<file path="config.mk">
export PLATFORM = sky130hd
export DESIGN_NAME = source_char_streamer
export DESIGN_NICKNAME = d
export VERILOG_FILES = /design/src/rtl/source_char_streamer.sv
export SDC_FILE = /design/constraint.sdc
export NUM_CORES = 1
export LEC_CHECK = 0
export CAP_MARGIN = 20
export CORE_ASPECT_RATIO = 0.8
export CORE_UTILIZATION = 25
export CTS_CLUSTER_DIAMETER = 120
export CTS_CLUSTER_SIZE = 28
export DETAILED_ROUTE_END_ITERATION = 10
export GPL_ROUTABILITY_DRIVEN = 0
export PLACE_DENSITY = 0.51
export SKIP_CTS_REPAIR_TIMING = 1
export SLEW_MARGIN = 10
export SYNTH_ARGS = -nofsm -noshare
export SYNTH_HDL_FRONTEND = slang
export SYNTH_SLANG_ARGS = --single-unit
</file>
<file path="constraint.sdc">
create_clock -name clk_in -period 2.5 [get_ports clk_in]
set_input_delay 0.5 -clock clk_in [delete_from_list [all_inputs] [get_ports clk_in]]
set_output_delay 0.5 -clock clk_in [all_outputs]
set_load 0.02 [all_outputs]
</file>
<file path="src/rtl/source_char_streamer.sv">
// source_char_streamer: walks ASCII text in a synchronous-read BRAM and emits normalised characters one at a time
//   Ports: clk_in/rst_in clock and sync active-high reset; start_in begins a pass from address 0; hold_in stalls new reads;
//   mem_addr_out/mem_data_in BRAM read port; valid_data/new_character/incoming_ascii character bus;
//   line_num 1-based source line; eof_flag end of text reached; busy streaming in progress.
module source_char_streamer #(
   parameter int ADDR_W       = 12,
   parameter int READ_LATENCY = 2,
   parameter int LINE_W       = 10
) (
   input  logic              clk_in,
   input  logic              rst_in,
   input  logic              start_in,
   input  logic              hold_in,
   output logic [ADDR_W-1:0] mem_addr_out,
   input  logic [7:0]        mem_data_in,
   output logic              valid_data,
   output logic              new_character,
   output logic [7:0]        incoming_ascii,
   output logic [LINE_W-1:0] line_num,
   output logic              eof_flag,
   output logic              busy
);
   localparam int CW = $clog2(READ_LATENCY + 1);
   typedef enum logic [2:0] {S_IDLE, S_ISSUE, S_WAIT, S_EVAL, S_EMIT, S_FLUSH, S_DONE} state_e;
   state_e            state_q, state_d;
   logic [ADDR_W-1:0] addr_q, addr_d, mem_addr_q, mem_addr_d;
   logic [CW-1:0]     cnt_q, cnt_d;
   logic [7:0]        byte_q, byte_d, char_q, char_d;
   logic [LINE_W-1:0] line_q, line_d;
   logic              in_comment_q, in_comment_d, last_nl_q, last_nl_d, flush_q, flush_d;
   logic              last_addr, drop;
   // the final address is never incremented past, so the stream cannot wrap to 0
   assign last_addr = addr_q == {ADDR_W{1'b1}};
   assign drop = (in_comment_q && byte_q != 8'h0A) || byte_q == "#" || byte_q == 8'h0D;
   always_ff @(posedge clk_in)
      if (rst_in) state_q <= S_IDLE;
      else state_q <= state_d;
   always_ff @(posedge clk_in)
      if (rst_in) begin
         addr_q       <= '0;
         mem_addr_q   <= '0;
         cnt_q        <= '0;
         byte_q       <= '0;
         char_q       <= '0;
         line_q       <= '0;
         in_comment_q <= 1'b0;
         last_nl_q    <= 1'b1;
         flush_q      <= 1'b0;
      end else begin
         addr_q       <= addr_d;
         mem_addr_q   <= mem_addr_d;
         cnt_q        <= cnt_d;
         byte_q       <= byte_d;
         char_q       <= char_d;
         line_q       <= line_d;
         in_comment_q <= in_comment_d;
         last_nl_q    <= last_nl_d;
         flush_q      <= flush_d;
      end
   always_comb begin
      state_d      = state_q;
      addr_d       = addr_q;
      mem_addr_d   = addr_q;
      cnt_d        = cnt_q;
      byte_d       = byte_q;
      char_d       = char_q;
      line_d       = line_q;
      in_comment_d = in_comment_q;
      last_nl_d    = last_nl_q;
      flush_d      = flush_q;
      case (state_q)
         S_IDLE, S_DONE: if (start_in) begin
            addr_d       = '0;
            line_d       = LINE_W'(1);
            in_comment_d = 1'b0;
            last_nl_d    = 1'b1;
            flush_d      = 1'b0;
            state_d      = S_ISSUE;
         end
         S_ISSUE: if (!hold_in) begin
            cnt_d   = CW'(READ_LATENCY);
            state_d = S_WAIT;
         end
         // one extra cycle beyond the latency: the registered address lands a cycle after ISSUE
         S_WAIT: if (cnt_q == '0) begin
            byte_d  = mem_data_in;
            state_d = S_EVAL;
         end else cnt_d = cnt_q - CW'(1);
         S_EVAL: if (byte_q == 8'h00) state_d = S_FLUSH;
         else if (drop) begin
            in_comment_d = in_comment_q || byte_q == "#";
            addr_d       = last_addr ? addr_q : addr_q + ADDR_W'(1);
            state_d      = last_addr ? S_FLUSH : S_ISSUE;
         end else begin
            char_d       = byte_q == 8'h09 ? 8'h20 : byte_q;
            in_comment_d = byte_q == 8'h0A ? 1'b0 : in_comment_q;
            state_d      = S_EMIT;
         end
         S_EMIT: begin
            last_nl_d = char_q == 8'h0A;
            // the synthetic terminator from FLUSH does not advance the line count
            line_d    = !flush_q && char_q == 8'h0A && !(&line_q) ? line_q + LINE_W'(1) : line_q;
            addr_d    = flush_q || last_addr ? addr_q : addr_q + ADDR_W'(1);
            state_d   = flush_q ? S_DONE : last_addr ? S_FLUSH : S_ISSUE;
         end
         S_FLUSH: begin
            char_d  = last_nl_q ? char_q : 8'h0A;
            flush_d = !last_nl_q;
            state_d = last_nl_q ? S_DONE : S_EMIT;
         end
         default: state_d = S_IDLE;
      endcase
   end
   always_comb begin
      busy          = state_q != S_IDLE && state_q != S_DONE;
      valid_data    = busy;
      new_character = state_q == S_EMIT;
      eof_flag      = state_q == S_DONE;
   end
   assign mem_addr_out   = mem_addr_q;
   assign incoming_ascii = char_q;
   assign line_num       = line_q;
endmodule

</file>
# Yosys cells after proc, flatten, opt, wreduce, memory -nomap -nowiden
# Index checks and enable logic that the tools add are counted.
# W data, S select, Z words.
# totals
ff_bits,58
in_bits,12
wordCells,105
# classes
n_addsub,3
n_eq_ne,26
muxes,34
reduce_logical,32
# ops
op,count
$mux W12,5
$pmux W12 S3,1
$eq A8 B4 Y1 const B,4
$mux W8,4
$mux W3,7
$mux W10,2
$ne A2 B2 Y1 const B,10
$pmux W10 S2,1
$pmux W3 S6,1
$pmux W8 S2,1
$add A12 B1 Y12 const B,1
$eq A12 B12 Y1 const B,1
$add A10 B1 Y10 const B,1
$reduce_and A10 Y1,1
$reduce_bool A2 Y1,5
$eq A3 B3 Y1 const B,3
$reduce_and A3 Y1,3
$eq A8 B6 Y1 const B,1
$logic_not A8 Y1,1
$ne A8 B4 Y1 const B,1
$reduce_and A4 Y1,2
$eq A3 B2 Y1 const B,2
$mux W2,3
$ne A3 B3 Y1 const B,2
other kinds (15),32

# Longest topological paths before layout
# Gate-level depths: netlist of the first run.
# logic_depth
ltp_word,7
ltp_mapped,8

# Worst setup path before layout of the first run
# No wires, ideal clock.
# synth_timing
path_kind,reg-to-reg
start,register addr_q[0]
end,register addr_q[9]
t_arrival_ps,1930
path_slack_ps,500
path_stages_with_launch,8
path_buffers,0
period_less_slack_ps,2000
cell_sequence,dfxtp_1 ha_1 and3_1 and4_1 a41oi_2 nand3_4 or4_1 a21oi_1
# synth_via
elab_chain_len,5
word_cells_on_any_way,11
cone_classes,add/sub: 1; eq/ne: 3; mux: 5; reduce/logical: 2
# synth_lines
element,line_no,rtl
from (decl),26,"logic [ADDR_W-1:0] addr_q, addr_d, mem_addr_q, mem_addr_d;"
from (signal assigned),50,addr_q <= addr_d;
$add A12 B1 Y12,"92, 103",
$mux W12,92,addr_d = last_addr ? addr_q : addr_q + ADDR_W'(1);
$mux W12,90,else if (drop) begin
$mux W12,89,S_EVAL: if (byte_q == 8'h00) state_d = S_FLUSH;
$pmux W12 S3,71,case (state_q)
# Several ways; a longest one is shown, not always the timed one. The select of a mux whose other input is x is not followed.
# A chain may end at the register's enable or synchronous reset.

# Worst setup path after layout of the first run
# layout_timing
start,register state_q[2]
end,output valid_data
# layout_via
elab_chain_len,2
word_cells_on_any_way,3
cone_classes,eq/ne: 1; reduce/logical: 2
# layout_lines
element,line_no,rtl
from (decl),25,"state_e state_q, state_d;"
from (signal assigned),37,else state_q <= state_d;
$ne A3 B3 Y1 / $reduce_bool A3 Y1 (equally long branches),115,busy = state_q != S_IDLE && state_q != S_DONE;
$logic_and A1 B1 Y1 (*),115,
to (decl),16,"output logic valid_data,"
# Mark *: on every way between the ends. The rest lies on a longest branch, timed or not.

==> results_dict.tcl, run 1 <==
set metrics [dict create \
    status "finished clean" \
    h-tree-depth 3 \
    final_common_cell "dfxtp_1" \
    firstDrtPassIters 4 \
    reg2reg_from "addr_q[0]$_SDFFE_PP0P_" \
    whs_endpoint "incoming_ascii[5]$_SDFFE_PP0P_" \
    worst_ep_required_time_ps 2000 \
    rsz0062_at_grt "false" \
    initial_utilization_pct 25.7 \
    grt_max_degree 17 \
    slew_violations 0 \
    viasPerCell 4.62 \
    finalNetCount 387 \
    slowest_stage "clkdlybuf4s50_1" \
    drt-initial-drc-count 84 \
    grt_use_total_pct 12.3 \
    drc 0 \
    fill_cells 1149 \
    wl_per_cell_um 12.4 \
    synthesis.area_um2 2780 \
    fin_crit_sh_pct 94.3 \
    min_delay_path_depth 2 \
    netlist.area_leader.share_pct 41.7 \
    min_period_ps 2360 \
    totalWireLength_mm 6.48 \
    antenna_found_initial 0 \
    die_h_um 96.4 \
    yosysSeqAreaShare_pct 41.7 \
    relSlewSlack_pct 56.6 \
    area_delta_synth_final_pct 35.1 \
    crit_fanout 11 \
    dieWidth_um 120 \
    ys_types 54 \
    cts_tree "built" \
    power.density_nw_per_um2 970 \
    crit_family "buffers and inverters" \
    worst_slew_pin_slew_ps 642 \
    clk_root_buffer_cell "clkbuf_16" \
    power_leakage_nw 1.36 \
    mostFrequentLayoutCells "57 x dfxtp_1, 45 x clkdlybuf4s50_1, 41 x nor2_1, 23 x nand2_1, 20 x a21oi_1" \
    insertion_delay_ps 320 \
    synth-seq-cells 58 \
    cts_buffers 9 \
    hold_class "reg2reg" \
    diodes 0 \
    hold_start "incoming_ascii[5]$_SDFFE_PP0P_" \
    num_vias 2409 \
    grt_pass1_wl_mm 10.9 \
    antenna_left 0 \
    slowest_delay_ps 640 \
    portBuffers 45 \
    cp-end-kind "output pin" \
    maxCapViolations 0 \
    first_global_vias 2204 \
    syn_inst 317 \
    rr_worst_depth 7 \
    synthFlopType "dfxtp_1" \
    crit_chain "xnor2_1 -> nand2_1 -> clkdlybuf4s50_1" \
    setup_viol 0 \
    start_kind "flop" \
    place_area_um2 3420 \
    syn_nets 332 \
    io_pins 46 \
    cts_buffer_depth 2 \
    setup_tns_ps 0 \
    cp.buffers_inverters 1 \
    path_clk_slew_ps 50 \
    fin_area_um2 3760 \
    fin_total_pwr_mw 3.65 \
    grt-ovfl-total 0 \
    hold_viol_final 0 \
    r2r_end "addr_q[9]$_SDFFE_PP0P_" \
    yosysTopAreaCell "dfxtp_1" \
    hold_ws_ps 493 \
    num_rows 34 \
    fmax_mhz 424 \
    crit_arrival_ps 1860 \
    dieArea_um2 11600 \
    rrSetupSlack_ps 240 \
    synth_async_sr_flop_share_pct 0 \
    ys_warn_count 0 \
    synth_edf_count 0 \
    synth.area.top_cells "dfxtp_1 42%, mux2i_1 5.8%, nor2_1 5.5%, a21oi_1 3.6%, nor2b_1 3.4%" \
    critPathKind "reg2out" \
    peakVddDrop_uv 395 \
    place_hpwl_mm 4.71 \
    core_area_um2 10800 \
    skew_ps 6.90 \
    cts.sinks 58 \
    drive_above_1_share_pct 11.4 \
    syn_avg_cell_area_um2 8.78 \
]
==> final cells by class <==
class                   count  area, µm²  share of cell area (%)
clock buffers              10        229                    6.09
multi-input cells         238       1510                    40.1
clock inverters             6        105                    2.80
repair buffers             58        548                    14.6
flip-flops and latches     58       1160                    30.9
inverters                   7       26.3                   0.699
well taps                 144        180                    4.79
==> cell families (layout without fill, tap and decap cells) <==
group                    count (synthesis)  count (layout)  share of synthesized area [%]
AND/OR/NAND/NOR                        159             159                           32.2
flip-flops                              58              58                           41.7
AO/OA/AOI/OAI                           50              50                           11.8
buffers and inverters                   21              81                           4.05
multiplexers                            16              16                           5.76
XOR/XNOR                                10              10                           3.15
adder cells (fa/ha/maj)                  3               3                           1.35
==> through the flow <==
step / instances / utilization (%) / setup slack [ps]
5_1_grt: 521 / 34.7 / 43.1
4_1_cts: 521 / 34.6 / 62.3
3_3_place_gp: 505 / 31.6 / 127
2_1_floorplan: 317 / - / 500
3_5_place_dp: 505 / 31.6 / 65.6
6_report: 521 / 34.7 / 144
==> report_power, final <==
| part | total [mW] | leakage [nW] | switching [mW] | internal (mW) |
|---|---|---|---|---|
| registers | 1.14 | 0.469 | 0.132 | 1.01 |
| clock network | 1.38 | 0.166 | 0.412 | 0.966 |
| logic | 1.13 | 0.724 | 0.635 | 0.490 |
==> synthesized netlist by cell type (all sizes together) (3+ instances only) <==
cell / n
dfxtp: 58
nor2b: 15
a311oi: 3
inv: 7
clkbuf: 6
or4: 3
nor3b: 3
xor2: 6
ha: 3
and2: 9
nand3: 15
or3: 7
nor2: 42
mux2i: 16
nand2b: 6
nor3: 6
o31ai: 3
o21ai: 12
a21oi: 21
and3: 6
xnor2: 4
buf: 8
nand2: 23
nand4: 8
==> worst max-delay path by stage <==
stage	from	to	depth (start not counted)
2_1_floorplan	addr_q[0]$_SDFFE_PP0P_	addr_q[9]$_SDFFE_PP0P_	7
3_3_place_gp	start_in	addr_q[11]$_SDFFE_PP0P_	7
3_5_place_dp	start_in	addr_q[9]$_SDFFE_PP0P_	7
4_1_cts	state_q[0]$_SDFFE_PP0P_	valid_data	3
5_1_grt	state_q[1]$_SDFFE_PP0P_	busy	3
6_report	state_q[2]$_SDFFE_PP0P_	valid_data	3
==> per-layer routing <==
layer  track usage [%]  routed length, µm  vias up
li1                  -                  -     1233
met1              16.2               3330     1129
met2              17.8               2800       41
met3              4.50                260        6
met4              5.94                 95        0
met5                 0                  0        -
==> flip-flops by register name, summed over array words and instances (netlist names) <==
name / cells
incoming_ascii: 8
flush_q: 1
addr_q: 12
line_num: 10
state_q: 3
in_comment_q: 1
cnt_q: 2
mem_addr_out: 12
byte_q: 8
last_nl_q: 1
==> worst reg2reg max path: cells and delay by family, from the launching register on <==
| kind | cells | cell delay, ps |
|---|---|---|
| adders and majority gates | 1 | 230 |
| AOI/OAI and AO/OA | 2 | 420 |
| DFF | 1 | 330 |
| and+or+nand+nor | 4 | 1200 |
Power figures use the tool's default switching activity.
==> run 2: changes to the inputs <==
CAP_MARGIN = unset   (was 20)
==> results of run 2 <==
No change in the layout: final DEF, timing and power equal those of run 1.
